## config.mk

```make
export PLATFORM = sky130hd
export DESIGN_NAME = fetch_queue_flat
export DESIGN_NICKNAME = d
export VERILOG_FILES = /design/src/rtl/fetch_queue_if.sv /design/src/rtl/fetch_queue.sv /design/src/flat_wrapper.sv
export SDC_FILE = /design/constraint.sdc
export NUM_CORES = 1
export LEC_CHECK = 0
export CAP_MARGIN = 20
export CELL_PAD_IN_SITES_DETAIL_PLACEMENT = 0
export CELL_PAD_IN_SITES_GLOBAL_PLACEMENT = 2
export CORE_UTILIZATION = 39
export DETAILED_ROUTE_END_ITERATION = 10
export GPL_TIMING_DRIVEN = 0
export PLACE_DENSITY_LB_ADDON = 0.12
export REMOVE_ABC_BUFFERS = 1
export SETUP_SLACK_MARGIN = 0.5
export SLEW_MARGIN = 0
export SYNTH_ARGS = -nofsm -noshare
export SYNTH_HDL_FRONTEND = slang
export SYNTH_SLANG_ARGS = --single-unit
```

## constraint.sdc

```tcl
create_clock -name clk -period 4.7 [get_ports clk]
set_clock_uncertainty 0.15 [all_clocks]
set_input_delay 0.94 -clock clk [delete_from_list [all_inputs] [get_ports clk]]
set_output_delay 0.94 -clock clk [all_outputs]
set_load 0.01 [all_outputs]
```

## src/rtl/fetch_queue_if.sv

```systemverilog
// Icache request/response and decode dequeue signals of the fetch front end.
// master = fetch_queue side, slave = icache/decode side.
interface fetch_queue_if #(
    parameter int XLEN  = 32,
    parameter int DEPTH = 4
);
    localparam int CW = $clog2(DEPTH) + 1;

    logic            icache_read;
    logic [XLEN-1:0] icache_addr;
    logic [XLEN-1:0] icache_rdata;
    logic            icache_resp;
    logic            redirect;
    logic [XLEN-1:0] redirect_pc;
    logic            deq_ready;
    logic            deq_valid;
    logic [XLEN-1:0] deq_pc;
    logic [XLEN-1:0] deq_instr;
    logic [CW-1:0]   occupancy;

    modport master (
        output icache_read, icache_addr, deq_valid, deq_pc, deq_instr, occupancy,
        input  icache_rdata, icache_resp, redirect, redirect_pc, deq_ready
    );

    modport slave (
        input  icache_read, icache_addr, deq_valid, deq_pc, deq_instr, occupancy,
        output icache_rdata, icache_resp, redirect, redirect_pc, deq_ready
    );
endinterface

```

## src/rtl/fetch_queue.sv

```systemverilog
// Instruction-fetch front end: owns the fetch PC, runs a single-outstanding icache
// handshake and buffers {pc, instr} pairs in a DEPTH-entry FIFO drained by decode.
module fetch_queue #(
    parameter int              DEPTH    = 4,
    parameter int              XLEN     = 32,
    parameter logic [XLEN-1:0] RESET_PC = 32'h0000_0060
) (
    input  logic            clk,
    input  logic            rst,
    fetch_queue_if.master   bus
);
    localparam int AW = $clog2(DEPTH);
    localparam int CW = AW + 1;

    typedef enum logic [1:0] {IDLE, REQ, SQUASH} state_e;

    typedef struct packed {
        logic [XLEN-1:0] pc;
        logic [XLEN-1:0] instr;
    } entry_t;

    state_e          state_q, state_d;
    logic [XLEN-1:0] fetch_pc_q, fetch_pc_d;
    logic [XLEN-1:0] req_addr_q, req_addr_d;
    logic [AW-1:0]   rd_ptr_q, rd_ptr_d, wr_ptr_q, wr_ptr_d;
    logic [CW-1:0]   count_q, count_d;
    entry_t          mem_q [DEPTH];

    logic            read, resp, enq, deq;
    logic [XLEN-1:0] addr, redir_pc;

    // A request only starts with a free slot; count can only fall while it is
    // outstanding, so the response always finds room.
    assign read     = rst & ((state_q != IDLE) | ((count_q < CW'(DEPTH)) & ~bus.redirect));
    assign addr     = (state_q == IDLE) ? fetch_pc_q : req_addr_q;
    assign resp     = read & bus.icache_resp;
    assign redir_pc = bus.redirect_pc & ~XLEN'(3);
    assign deq      = bus.deq_valid & bus.deq_ready;

    assign bus.icache_read = read;
    assign bus.icache_addr = addr;
    assign bus.deq_valid   = (count_q != '0) & ~bus.redirect;
    assign bus.deq_pc      = mem_q[rd_ptr_q].pc;
    assign bus.deq_instr   = mem_q[rd_ptr_q].instr;
    assign bus.occupancy   = count_q;

    always_comb begin
        state_d    = state_q;
        fetch_pc_d = fetch_pc_q;
        req_addr_d = req_addr_q;
        enq        = 1'b0;
        if (bus.redirect) begin
            // A response coinciding with the redirect retires the request outright;
            // one still pending must be swallowed later in SQUASH.
            fetch_pc_d = redir_pc;
            if (resp)
                state_d = IDLE;
            else if (state_q == REQ)
                state_d = SQUASH;
        end else begin
            case (state_q)
                IDLE: begin
                    if (resp) begin
                        enq        = 1'b1;
                        fetch_pc_d = addr + XLEN'(4);
                    end else if (read) begin
                        req_addr_d = fetch_pc_q;
                        state_d    = REQ;
                    end
                end
                REQ: begin
                    if (resp) begin
                        enq        = 1'b1;
                        fetch_pc_d = addr + XLEN'(4);
                        state_d    = IDLE;
                    end
                end
                SQUASH:  if (resp) state_d = IDLE;
                default: state_d = IDLE;
            endcase
        end
    end

    always_comb begin
        rd_ptr_d = rd_ptr_q + AW'(deq);
        wr_ptr_d = wr_ptr_q + AW'(enq);
        count_d  = count_q + CW'(enq) - CW'(deq);
        if (bus.redirect) begin
            rd_ptr_d = '0;
            wr_ptr_d = '0;
            count_d  = '0;
        end
    end

    always_ff @(posedge clk or negedge rst) begin
        if (!rst) begin
            state_q    <= IDLE;
            fetch_pc_q <= RESET_PC;
            req_addr_q <= '0;
            rd_ptr_q   <= '0;
            wr_ptr_q   <= '0;
            count_q    <= '0;
        end else begin
            state_q    <= state_d;
            fetch_pc_q <= fetch_pc_d;
            req_addr_q <= req_addr_d;
            rd_ptr_q   <= rd_ptr_d;
            wr_ptr_q   <= wr_ptr_d;
            count_q    <= count_d;
        end
    end

    always_ff @(posedge clk or negedge rst) begin
        if (!rst) begin
            for (int i = 0; i < DEPTH; i++) mem_q[i] <= '0;
        end else if (enq) begin
            mem_q[wr_ptr_q] <= '{pc: addr, instr: bus.icache_rdata};
        end
    end
endmodule

```

## src/flat_wrapper.sv

```systemverilog
// flat-port wrapper written by rule: the top's interface ports become plain ports
module fetch_queue_flat 
#(
    parameter int              DEPTH    = 4,
    parameter int              XLEN     = 32,
    parameter logic [XLEN-1:0] RESET_PC = 32'h0000_0060
)
  (clk, rst, bus_icache_read, bus_icache_addr, bus_deq_valid, bus_deq_pc, bus_deq_instr, bus_occupancy, bus_icache_rdata, bus_icache_resp, bus_redirect, bus_redirect_pc, bus_deq_ready);
  fetch_queue_if #(.XLEN(XLEN), .DEPTH(DEPTH)) bus_i ();
  input  logic clk;
  input  logic rst;
  output wire logic [$bits(bus_i.icache_read)-1:0] bus_icache_read;
  output wire logic [$bits(bus_i.icache_addr)-1:0] bus_icache_addr;
  output wire logic [$bits(bus_i.deq_valid)-1:0] bus_deq_valid;
  output wire logic [$bits(bus_i.deq_pc)-1:0] bus_deq_pc;
  output wire logic [$bits(bus_i.deq_instr)-1:0] bus_deq_instr;
  output wire logic [$bits(bus_i.occupancy)-1:0] bus_occupancy;
  input wire logic [$bits(bus_i.icache_rdata)-1:0] bus_icache_rdata;
  input wire logic [$bits(bus_i.icache_resp)-1:0] bus_icache_resp;
  input wire logic [$bits(bus_i.redirect)-1:0] bus_redirect;
  input wire logic [$bits(bus_i.redirect_pc)-1:0] bus_redirect_pc;
  input wire logic [$bits(bus_i.deq_ready)-1:0] bus_deq_ready;
  assign bus_icache_read = bus_i.icache_read;
  assign bus_icache_addr = bus_i.icache_addr;
  assign bus_deq_valid = bus_i.deq_valid;
  assign bus_deq_pc = bus_i.deq_pc;
  assign bus_deq_instr = bus_i.deq_instr;
  assign bus_occupancy = bus_i.occupancy;
  assign bus_i.icache_rdata = bus_icache_rdata;
  assign bus_i.icache_resp = bus_icache_resp;
  assign bus_i.redirect = bus_redirect;
  assign bus_i.redirect_pc = bus_redirect_pc;
  assign bus_i.deq_ready = bus_deq_ready;
  fetch_queue #(.DEPTH(DEPTH), .XLEN(XLEN), .RESET_PC(RESET_PC)) u_core (.clk(clk), .rst(rst), .bus(bus_i));
endmodule
```

==> metrics.md <==
| Metric | Value |
|---|---|
| Vias in the first global route | between 10k and 15k |
| Crit Path Class | reg2out |
| CTS sink cnt | between 300 and 400 |
| CTS tree | built |
| Final setup viols | 0 |
| Final max-slew violation count | 0 |
| Die area | slightly below 40,000 sq um |
| Tot Pwr | 10,800 uW |
| Largest net degree at the start of global routing | ~110 |
| Crit path DAT | a little under 3000 ps |
| Routed Wire Length | roughly 38,000 microns |
| Part of the Yosys area used for sequential elements | between 50% and 60% |
| Post-synthesis register bit count | 329 |
| CTS Buf Count | 38 |
| Final setup margin | 644 ps |
| Routed Antenna Nets | 0 |
| CTS max path bufs | 3 |
| Outcome | complete, no violations |
| ANT cells | 0 |
| # DRC | 0 |
| HP Class | in2async |
| Fin Setup TNS | 0 ps |
| Cell count after synthesis | about 1.2k |
| Largest cells by area after synthesis | dfrtp_1, mux2_2, mux4_2 |
| Via count of the routed design | around 9.8k |
| Commonest non-fill, non-tap cell in the layout | dfrtp_1 |
| Die Ht | ~200 microns |
| Synth cell types | 56 |
| IO Pins | 170 |
| Starting Density | about two fifths |
| Max frequency | between 0.2 and 0.25 GHz |
| Placed insts | approximately 1.8k |
| Yosys warns | 0 |
| CP endpoint kind | output port |
| Die width | slightly below 200 microns |
| 1st-pass router iterations | 5 |
| Post-synth EDFFs | 0 |
| Post-synth top flop | dfrtp_1 |
| Max_cap viols | 0 |
| CTS root buf | clkbuf_16 |
| Slew at the pin closest to its max-slew limit | about 850 ps |
| Post-synth top area cell | dfrtp_1 |
| Gr ovfl total | 0 |
| Final Hold Vio Count | 0 |
| Final Net Count | between 1k and 1.5k |
| DR iter-0 viols | roughly 380 |
| Final period util | between 80% and 90% |
| Place WS | -1120 ps |
| Worst Path Required | between 3000 and 4000 ps |
| Layout Area Growth over Synthesis | 25.7% |
| Rel. slew slack | a little over two fifths |
| R2R depth | 10 |
| Post-Layout Cell Count | 1,902 |
| FP Rows | between 70 and 80 |
| Share of cells above drive strength 1 | roughly 24% |
| Htree depth | 2 |
| Synthesized area | 15,100 sq um |
| Clock-pin slew on the worst setup and hold paths | 60 ps |
| Antenna violations before repair | 1 |
| Min Tclk post-route | slightly above 4000 ps |
| Most frequent cells in the layout | dfrtp_1, clkdlybuf4s50_1, mux2_2, nor2_1, a21oi_1 |
| Leak | between 0.008 and 0.009 uW |
| Worst vdd ir | roughly 0.26 mV |
| GR Util All Layers | approximately a fifth |
| Hold_ws | between 90 and 100 ps |
| Core Area | ~38,000 sq um |
| RSZ-0062 raised after global routing | false |
| Worst-Skew Late Latency | 540 ps |
| Crit path launch type | flop |
| Vias/cell | slightly above 5 |
| Pwr/cell area | approximately 570 nW/um^2 |
| Max Fanout on Critical Path | 16 |
| DP Wirelength | ~24,000 microns |
| Synth top area share | a little over half |
| Synthesized area per cell | 12.5 sq um |
| Placer Congestion | 0.698 |
| DR WL/cell | slightly below 20 microns |
| Post-synth ARST share | between 90% and 100% |
| First-pass GRT wire length | between 50,000 and 60,000 microns |
| Buffers on Ports | about 170 |
kinds of logic (layout without fill, tap and decap cells):
kind of cell | Yosys count | after routing | share of synthesized area [%]
XOR/XNOR | 27 | 27 | 1.57
multiplexers | 264 | 264 | 24.2
flip-flops | 329 | 329 | 54.6
AND/OR/NAND/NOR | 264 | 264 | 7.99
AO/OA/AOI/OAI | 194 | 194 | 7.21
buffers and inverters | 122 | 304 | 3.69
adder cells (fa/ha/maj) | 9 | 9 | 0.796
power breakdown:
part / total [uW] / internal (uW) / switching, uW / leakage [uW]
clock network: 2900 / 1740 / 1160 / 0.000597
logic: 3980 / 2150 / 1830 / 0.00348
registers: 3970 / 3540 / 431 / 0.00431
total: 10800 / 7430 / 3420 / 0.00838
state kept, by name (all words and copies together) (netlist names):
register,cells
u_core.bus.occupancy,3
u_core.fetch_pc_q,32
u_core.mem_q,256
u_core.rd_ptr_q,2
u_core.req_addr_q,32
u_core.state_q,2
u_core.wr_ptr_q,2
cells in the mapped netlist (2+ instances only):
cell / n
a211oi_1: 3
a211oi_2: 2
a21oi_1: 112
a22oi_1: 3
a31oi_1: 2
and2_1: 2
and3_1: 2
buf_1: 14
buf_2: 33
buf_4: 3
buf_8: 2
clkbuf_1: 25
dfrtp_1: 327
dfstp_2: 2
ha_1: 8
inv_1: 43
mux2_2: 164
mux2i_1: 35
mux4_2: 64
nand2_1: 84
nand2b_1: 2
nand3_1: 16
nand3b_1: 4
nand4_1: 5
nand4_2: 2
nand4b_1: 4
nor2_1: 114
nor2b_1: 8
nor3_1: 8
nor3b_1: 3
nor3b_2: 2
o21ai_0: 53
o221ai_1: 10
xnor2_1: 26
area by class of cell:
class                   count  area (sq um)
fillers                  3430         18900
flip-flops and latches    329          8240
multi-input cells         758          6380
repair buffers            197          2330
clock buffers              57          1110
well taps                 511           639
inverters                  43           161
clock inverters             7           104
layer usage:
layer  GRT usage (%)  share of wire [%]  wire length [microns]
met1            27.8                 47                  17600
met2            31.8                 47                  17800
met3            3.66                4.1                   1540
met4            4.44                1.4                    533
met5               0              0.035                     13
stage by stage:
| stage | area, sq um | util [%] |
|---|---|---|
| 2_1_floorplan | 14700 | - |
| 3_5_place_dp | 17700 | 46.8 |
| 6_report | 19000 | 50.1 |
| 3_3_place_gp | 17000 | 45.0 |
| 5_1_grt | 19000 | 50.1 |
| 4_1_cts | 19000 | 50.1 |
worst max-delay path, cell delays in order (launching register included):
cell and delay (ps):
dfrtp_1 400, inv_1 130, ha_4 410, buf_12 260, mux2i_1 540, inv_1 180, clkdlybuf4s50_1 520
final timing paths:
path / start / to / slack [ps]
max: u_core.state_q[1]$_DFFE_PN0P_ / bus_icache_addr[28] / 640
min: rst / u_core.mem_q[64]$_DFFE_PN0P_ / 100
max reg2reg: u_core.state_q[1]$_DFFE_PN0P_ / u_core.mem_q[12]$_DFFE_PN0P_ / 820
min reg2reg: u_core.mem_q[63]$_DFFE_PN0P_ / u_core.mem_q[63]$_DFFE_PN0P_ / 320
max in group asynchronous: rst / u_core.mem_q[136]$_DFFE_PN0P_ / 3080
min in group clk: u_core.mem_q[63]$_DFFE_PN0P_ / u_core.mem_q[63]$_DFFE_PN0P_ / 320
repair_timing:
item,CTS,global route
setup endpoints to repair,281,21
setup buffers,2,1
pin swaps,2,1
hold endpoints to repair,0,0
hold buffers,0,0
resized for setup,4,0
Power figures use the tool's default switching activity.
